<file path="config.mk">
export PLATFORM = sky130hd
export DESIGN_NAME = mem_port_arbiter
export DESIGN_NICKNAME = d
export VERILOG_FILES = /design/src/rtl/mem_arb_pkg.sv /design/src/rtl/mem_arb_pick.sv /design/src/rtl/mem_port_arbiter.sv
export SDC_FILE = /design/constraint.sdc
export NUM_CORES = 1
export LEC_CHECK = 0
export ABC_CLOCK_PERIOD_IN_PS = 2200
export CORE_AREA = 2 2 260 262
export DETAILED_ROUTE_END_ITERATION = 10
export DIE_AREA = 0 0 262 264
export GPL_TIMING_DRIVEN = 0
export PLACE_DENSITY = 0.57
export SLEW_MARGIN = 20
export SYNTH_ARGS = -nofsm -noshare
export SYNTH_HDL_FRONTEND = slang
export SYNTH_SLANG_ARGS = --single-unit
</file>
<file path="constraint.sdc">
create_clock -name CLK -period 2.2 [get_ports CLK]
set_input_delay 0.66 -clock CLK [delete_from_list [all_inputs] [get_ports CLK]]
set_output_delay 0.66 -clock CLK [all_outputs]
set_load 0.1 [all_outputs]
</file>
<file path="src/rtl/mem_arb_pkg.sv">
// Shared types for the memory-port arbiter: FSM states, grant encoding,
// default port widths.
package mem_arb_pkg;

  localparam int DEF_ADDR_W = 6;
  localparam int DEF_DATA_W = 128;

  typedef enum logic [2:0] {
    IDLE,
    SERVE_I,
    SERVE_D,
    RELEASE_I,
    RELEASE_D
  } state_e;

  typedef enum logic {
    GNT_I = 1'b0,
    GNT_D = 1'b1
  } gnt_e;

endpackage

</file>
<file path="src/rtl/mem_arb_pick.sv">
// Winner selection between instruction and data requesters.
// MEM_ARB_ROUND_ROBIN_EN: on a tie, grant whoever was not served last;
// otherwise data always beats instruction.
module mem_arb_pick
  import mem_arb_pkg::*;
(
  input  logic i_req,
  input  logic d_req,
  input  logic last_d,
  output logic gnt_vld,
  output gnt_e gnt
);

`ifndef MEM_ARB_ROUND_ROBIN_EN
  // last-served only matters for round-robin
  logic unused_last;
  assign unused_last = last_d;
`endif

  // pick a winner whenever anyone is asking
  always_comb begin
    gnt_vld = i_req | d_req;
`ifdef MEM_ARB_ROUND_ROBIN_EN
    gnt = (d_req && !(i_req && last_d)) ? GNT_D : GNT_I;
`else
    gnt = d_req ? GNT_D : GNT_I;
`endif
  end

endmodule

</file>
<file path="src/rtl/mem_port_arbiter.sv">
// Shares the block-wide main-memory port between the I-cache and D-cache
// miss paths. One transaction at a time; the command is latched at grant
// and held until memory completes (busywait seen high, then low).
// Optional feature macro: MEM_ARB_ROUND_ROBIN_EN (round-robin on ties).
module mem_port_arbiter
  import mem_arb_pkg::*;
#(
  parameter int ADDR_W = DEF_ADDR_W,
  parameter int DATA_W = DEF_DATA_W
) (
  input  logic              CLK,
  input  logic              RESET,
  input  logic              i_read,
  input  logic [ADDR_W-1:0] i_address,
  output logic [DATA_W-1:0] i_readdata,
  output logic              i_busywait,
  input  logic              d_read,
  input  logic              d_write,
  input  logic [ADDR_W-1:0] d_address,
  input  logic [DATA_W-1:0] d_writedata,
  output logic [DATA_W-1:0] d_readdata,
  output logic              d_busywait,
  output logic              mem_read,
  output logic              mem_write,
  output logic [ADDR_W-1:0] mem_address,
  output logic [DATA_W-1:0] mem_writedata,
  input  logic [DATA_W-1:0] mem_readdata,
  input  logic              mem_busywait
);

  state_e state, nstate;
  logic   d_req, gnt_vld, last_d, seen_busy, done;
  gnt_e   gnt;

  assign d_req = d_read | d_write;
  // memory finished: it has been busy at least once and has now dropped
  assign done  = seen_busy & ~mem_busywait;

  mem_arb_pick u_pick (
    .i_req  (i_read),
    .d_req  (d_req),
    .last_d (last_d),
    .gnt_vld(gnt_vld),
    .gnt    (gnt)
  );

`ifdef MEM_ARB_ROUND_ROBIN_EN
  // remember who won the most recent grant
  always_ff @(posedge CLK) begin
    if (RESET)                       last_d <= 1'b0;
    else if (state == IDLE && gnt_vld) last_d <= (gnt == GNT_D);
  end
`else
  assign last_d = 1'b0;
`endif

  // stall whoever is asking, except during its one-cycle release
  assign i_busywait = i_read && (state != RELEASE_I);
  assign d_busywait = d_req  && (state != RELEASE_D);

  // state register
  always_ff @(posedge CLK) begin
    if (RESET) state <= IDLE;
    else       state <= nstate;
  end

  // next-state logic
  always_comb begin
    nstate = state;
    case (state)
      IDLE:      if (gnt_vld) nstate = (gnt == GNT_D) ? SERVE_D : SERVE_I;
      SERVE_I:   if (done) nstate = RELEASE_I;
      SERVE_D:   if (done) nstate = RELEASE_D;
      RELEASE_I: nstate = IDLE;
      RELEASE_D: nstate = IDLE;
      default:   nstate = IDLE;
    endcase
  end

  // latched memory command, busy tracking and returned blocks
  always_ff @(posedge CLK) begin
    if (RESET) begin
      mem_read      <= 1'b0;
      mem_write     <= 1'b0;
      mem_address   <= '0;
      mem_writedata <= '0;
      seen_busy     <= 1'b0;
      i_readdata    <= '0;
      d_readdata    <= '0;
    end else begin
      case (state)
        IDLE: if (gnt_vld) begin
          seen_busy <= 1'b0;
          if (gnt == GNT_D) begin
            // read+write together: write-back goes first, read is re-issued later
            mem_address   <= d_address;
            mem_writedata <= d_writedata;
            mem_write     <= d_write;
            mem_read      <= d_read & ~d_write;
          end else begin
            mem_address <= i_address;
            mem_write   <= 1'b0;
            mem_read    <= 1'b1;
          end
        end
        SERVE_I, SERVE_D: begin
          if (mem_busywait) seen_busy <= 1'b1;
          if (done) begin
            seen_busy <= 1'b0;
            mem_read  <= 1'b0;
            mem_write <= 1'b0;
            if (mem_read) begin
              if (state == SERVE_I) i_readdata <= mem_readdata;
              else                  d_readdata <= mem_readdata;
            end
          end
        end
        default: ;
      endcase
    end
  end

endmodule

</file>
# --- After elaboration in Yosys (flattened, before gate mapping) ---
# Cells that the tools add are included.
totals:
  out_inout_bits: 394
  in_bits: 274
  reg_bits: 396
classes:
  bitwise_logic: 7
  n_eq_ne: 9
  muxes: 18
  n_reduce_logical: 12
ops:
  columns: ["op", "count"]
  rows:
  - ["AND reduction 3 bit", 4]
  - ["2-to-1 mux 1 bit", 9]
  - ["2-to-1 mux 3 bit", 3]
  - ["case mux 3 bit (3 select lines)", 1]
  - ["!= test 2 bit (second input constant)", 4]
  - ["AND reduction 4 bit", 2]
  - ["2-to-1 mux 6 bit", 1]
  - ["!= test 3 bit (second input constant)", 2]
  - ["case mux 1 bit (2 select lines)", 3]
  - ["equality test 3 x 1 -> 1 bit (second input constant)", 1]
  - ["equality test 3 x 2 -> 1 bit (second input constant)", 1]
  - ["logical NOT 3 bit", 1]
  - ["!= test 3 x 2 -> 1 bit (second input constant)", 1]
  - ["NOT 1 bit", 3]
  - ["bitwise AND 1 bit", 2]
  - ["logical AND 1 bit", 2]
  - ["2-to-1 mux 2 bit", 1]
  - ["OR 1 bit", 2]
  - ["AND reduction 2 bit", 1]
  - ["nonzero test 2 bit", 1]
  - ["OR reduction 2 bit", 1]

# --- Depth between registers and ports, before layout ---
logic_depth:
  ltp_word: 5
  ltp_mapped: 6
  mapped_depth_nobuf: 3

# --- Hierarchy ---
# Synthesis repeated with hierarchy kept, for this count alone.
unflattened:
  hier_cells: 1740
  hier_area_um2: 13830.8
modules_own_cells:
  columns: ["mod", "cells_each", "seq_area_each_um2", "area_each_um2", "instances"]
  rows:
  - ["mem_port_arbiter", 1738, 7927.6, 13817.0, 1]
  - ["mem_arb_pick", 2, 0.0, 13.8, 1]

# --- Worst setup path before layout ---
# Ideal clock, no wire load.
synth_timing:
  kind: "input port to output port"
  startpoint: "input d_write"
  endpoint: "output d_busywait"
  slack_ps: -1113
  cell_stages: 5
  arrival_time_ps: 2653
  path_buffers: 3
  required_time_ps: 1540
  cell_sequence: "nor2_1 buf_2 buf_4 buf_2 a21oi_1"
synth_via:
  elab_chain_cells: 2
synth_rtl:
  columns: ["item", "line", "text"]
  rows:
  - ["start, declared", "mem_port_arbiter.sv:18", "input logic d_write,"]
  - ["OR 1 bit", "mem_port_arbiter.sv:35", "assign d_req = d_read | d_write;"]
  - ["logical AND 1 bit", "mem_port_arbiter.sv:59", "assign d_busywait = d_req && (state != RELEASE_D);"]
  - ["end, declared", "mem_port_arbiter.sv:22", "output logic d_busywait,"]
# Every way passes these cells.

# --- Final worst setup path ---
# Same ends and word-level chain as after synthesis.

==> metrics.txt <==
# TYPE chip_impl_metric gauge
chip_impl_info{name="status",value="complete, but fails checks"} 1
chip_impl_info{name="failed_checks",value="negative setup slack"} 1
chip_impl_metric{name="detailedRoute.firstPassIterationCount",unit=""} 6
chip_impl_metric{name="detail-route-antenna-nets",unit=""} 0
chip_impl_info{name="cp-end-kind",value="output port"} 1
chip_impl_metric{name="crit_required",unit="ns"} 1.54
chip_impl_metric{name="place_area",unit="um^2"} 23090
chip_impl_metric{name="detail_route.iter0.violations",unit=""} 1013
chip_impl_metric{name="timing.final.setup_violations",unit=""} 1
chip_impl_metric{name="nNetsFinal",unit=""} 2829
chip_impl_info{name="most_common_flop_cell_mapped_by_yosys",value="sky130_fd_sc_hd__dfxtp_1"} 1
chip_impl_metric{name="synth_cells",unit=""} 1831
chip_impl_metric{name="floorplan.rows",unit=""} 95
chip_impl_metric{name="portBuffers",unit=""} 666
chip_impl_metric{name="final.setup.tns",unit="ns"} -0.01390
chip_impl_metric{name="path_max_fanout",unit=""} 10
chip_impl_info{name="clock_tree_from_tritoncts",value="yes"} 1
chip_impl_metric{name="grt_start_max_net_pins",unit=""} 15
chip_impl_metric{name="crit_arrival",unit="ns"} 1.55
chip_impl_info{name="holdCritPathClass",value="input pin to register"} 1
chip_impl_metric{name="layout_setup_ws",unit="ns"} -0.01390
chip_impl_metric{name="ios",unit=""} 668
chip_impl_metric{name="finish.utilization",unit="%"} 37.36
chip_impl_metric{name="post_route_cells_drive_above_1_share",unit="%"} 24.05
chip_impl_metric{name="worst_hold_slack",unit="ns"} 0.4596
chip_impl_metric{name="clock_latency",unit="ns"} 0.58
chip_impl_metric{name="dieHeight",unit="um"} 264
chip_impl_metric{name="floorplan.initialDensity",unit="%"} 22.92
chip_impl_metric{name="synth.ff_latch_count",unit=""} 396
chip_impl_metric{name="die-area",unit="um^2"} 69170
chip_impl_info{name="startpoint_type",value="input pin"} 1
chip_impl_info{name="cts-root-buf",value="sky130_fd_sc_hd__clkbuf_16"} 1
chip_impl_metric{name="cts.path.max_buffers",unit=""} 3
chip_impl_metric{name="via_count_of_the_first_global_routing_pass",unit=""} 17150
chip_impl_info{name="class_of_the_most_critical_setup_path",value="input pin to output port"} 1
chip_impl_info{name="rsz_0062_raised_after_global_routing",value="true"} 1
chip_impl_metric{name="p_per_area",unit="nW/um^2"} 754.9
chip_impl_metric{name="vdd_drop_max",unit="mV"} 0.6100
chip_impl_metric{name="route.detailed.drc",unit=""} 0
chip_impl_metric{name="seqCellArea",unit="um^2"} 7935
chip_impl_metric{name="num_vias",unit=""} 17060
chip_impl_metric{name="post-route-min-period",unit="ns"} 2.214
chip_impl_metric{name="floorplan.die.width",unit="um"} 262
chip_impl_metric{name="worst_slew_pin_slew",unit="ns"} 0.8256
chip_impl_metric{name="core_region_area",unit="um^2"} 66560
chip_impl_metric{name="area_growth",unit="%"} 62.97
chip_impl_metric{name="cts.htree.levels",unit=""} 2
chip_impl_metric{name="multi_input_comb_area",unit="um^2"} 6201
chip_impl_metric{name="total_global_route_track_usage",unit="%"} 20.11
chip_impl_metric{name="hpwlAfterDp",unit="um"} 56200
chip_impl_metric{name="relSlewSlack",unit="%"} 44.96
chip_impl_metric{name="yosys_warnings",unit=""} 0
chip_impl_metric{name="finalClockSkew",unit="ns"} 0.01336
chip_impl_metric{name="route.detailed.wl_per_inst",unit="um"} 21.04
chip_impl_metric{name="timing.final.max_slew_violations",unit=""} 0
chip_impl_metric{name="routed_wl",unit="um"} 72950
chip_impl_metric{name="grt_first_pass_wirelength",unit="um"} 106400
chip_impl_metric{name="routabilityCongestion",unit=""} 0.8811
chip_impl_metric{name="numClockSinks",unit=""} 396
chip_impl_metric{name="maxCapViolCount",unit=""} 0
chip_impl_metric{name="synth_cell_types",unit=""} 37
chip_impl_metric{name="leakagePower",unit="nW"} 8.564
chip_impl_metric{name="finalHoldViolCount",unit=""} 0
chip_impl_metric{name="final_design_area_no_fill",unit="um^2"} 24870
chip_impl_metric{name="filler_cell_count",unit=""} 6760
chip_impl_metric{name="synth.avg_cell_area",unit="um^2"} 8.333
chip_impl_metric{name="post_synth_instance_area",unit="um^2"} 15260
chip_impl_metric{name="cts_hold_buf",unit=""} 0
chip_impl_metric{name="ys_async_sr_fraction",unit="%"} 0
chip_impl_metric{name="yosysSeqAreaShare",unit="%"} 51.96
chip_impl_metric{name="cts-buffers-inserted",unit=""} 47
chip_impl_metric{name="clkSlewWorstSetupHoldPaths",unit="ns"} 0.06
chip_impl_metric{name="grt_antenna_before_repair",unit=""} 5
chip_impl_metric{name="vias_per_cell",unit=""} 4.920
chip_impl_metric{name="synthesis.nets",unit=""} 2105
chip_impl_metric{name="grt_remaining_overflow",unit=""} 0
chip_impl_metric{name="timing.final.crit_share",unit="%"} 100.6
chip_impl_metric{name="post_synth_edffs",unit=""} 0
chip_impl_metric{name="max_freq",unit="MHz"} 451.7
## flip-flops by register name (all words and copies together), names as in the netlist
signal / flops
mem_read: 1
mem_writedata: 128
d_readdata: 128
mem_address: 6
i_readdata: 128
mem_write: 1
seen_busy: 1
state: 3
## cell usage in the layout (no fill, tap or decap), types with 3 or more instances in the layout
cell / netlist / routed
sky130_fd_sc_hd__buf_4: 4 / 10
sky130_fd_sc_hd__clkbuf_16: 0 / 48
sky130_fd_sc_hd__clkinvlp_4: 0 / 5
sky130_fd_sc_hd__clkbuf_2: 9 / 15
sky130_fd_sc_hd__buf_1: 10 / 7
sky130_fd_sc_hd__clkdlybuf4s15_2: 0 / 272
sky130_fd_sc_hd__a311oi_1: 6 / 6
sky130_fd_sc_hd__clkdlybuf4s50_1: 0 / 269
sky130_fd_sc_hd__o21ai_1: 121 / 121
sky130_fd_sc_hd__clkdlybuf4s18_2: 0 / 67
sky130_fd_sc_hd__clkbuf_4: 0 / 3
sky130_fd_sc_hd__buf_2: 80 / 127
sky130_fd_sc_hd__clkbuf_1: 90 / 95
sky130_fd_sc_hd__buf_8: 0 / 3
sky130_fd_sc_hd__diode_2: 0 / 4
sky130_fd_sc_hd__clkinv_2: 0 / 8
sky130_fd_sc_hd__nand2_1: 13 / 13
sky130_fd_sc_hd__clkbuf_8: 0 / 10
sky130_fd_sc_hd__o21ai_0: 264 / 264
sky130_fd_sc_hd__dfxtp_1: 396 / 394
sky130_fd_sc_hd__buf_12: 0 / 5
sky130_fd_sc_hd__buf_6: 27 / 28
sky130_fd_sc_hd__a21oi_1: 394 / 393
sky130_fd_sc_hd__nand3_1: 386 / 386
## path summary, 6_finish.rpt
path	cells past startpoint	slack [ns]	start	to
worst max register to register	7	0.22	state[2]	i_readdata[115]
worst min register to register	2	0.47	i_readdata[77]	i_readdata[77]
worst max-delay path	7	-0.01	d_write	d_busywait
worst min-delay path	3	0.46	d_write	mem_write
## layout make-up
cell class              instances  area share [%]
diodes                          4         0.04025
well taps                     873           4.393
inverters                       3         0.04529
plain buffers                 220           4.961
multi-input cells            1212           24.94
clock inverters                18          0.6592
clock buffers                  66           5.419
repair buffers                675           27.63
flip-flops and latches        396           31.91
## routing by layer
layer / routed length, um / global-route usage, % / vias to the layer above
li1: - / - / 8032
met1: 27380 / 22.12 / 8188
met2: 36470 / 35.94 / 705
met3: 6569 / 6.237 / 132
met4: 2512 / 7.436 / 2
met5: 13 / 0 / -
## report_power, final
group | internal [mW] | switching (mW)
Clock | 4.50 | 3.17
Sequential | 7.38 | 0.116
Combinational | 1.04 | 2.57
## cell families (layout without fill, tap and decap cells)
kind of cell | count (synthesis) | count (layout) | synth area share [%]
AOI/OAI and AO/OA | 791 | 791 | 26.29
and+or+nand+nor | 419 | 419 | 13.99
DFF | 396 | 396 | 51.96
buffers and inverters | 223 | 982 | 7.642
xor gates and xnor gates | 1 | 1 | 0.05741
muxes | 1 | 1 | 0.06560
other | 0 | 4 | 0
## Yosys cell counts, drive strengths merged, types with 2 or more instances
master,n,area [um^2]
or3,2,17.52
nor3b,2,25.02
nand2b,2,12.51
nor2,4,15.01
inv,3,11.26
buf,121,772.0
nand2,13,48.80
dfxtp,396,7928
o21ai,385,1927
or3b,2,20.02
a311oi,6,52.55
nand3,386,1932
a21oi,395,1981
clkbuf,99,382.9
## through the flow
stage,power [mW],setup WS (ns),instances
after floorplan,9.889,-0.1112,1831
after global placement,11.27,-1.679,3370
after detailed placement,11.30,-1.651,3371
after CTS,18.96,-0.09559,3457
after global routing,19.43,-0.04099,3465
final,18.77,-0.01390,3467
## timing repair
action	in CTS	in global routing
cloned	0	1
buffers inserted	2	5
hold endpoints to repair	0	0
endpoints found under the setup margin	406	175
gates resized for setup	1319	91
pin swaps	2	2
## worst max-delay path, stage by stage
cell,delay (ns)
sky130_fd_sc_hd__buf_8,0.09
sky130_fd_sc_hd__nor2_4,0.05
sky130_fd_sc_hd__buf_12,0.14
sky130_fd_sc_hd__buf_12,0.14
sky130_fd_sc_hd__buf_12,0.14
sky130_fd_sc_hd__a21oi_4,0.13
sky130_fd_sc_hd__buf_12,0.19
Note: power is estimated with default switching activity, not from simulation.
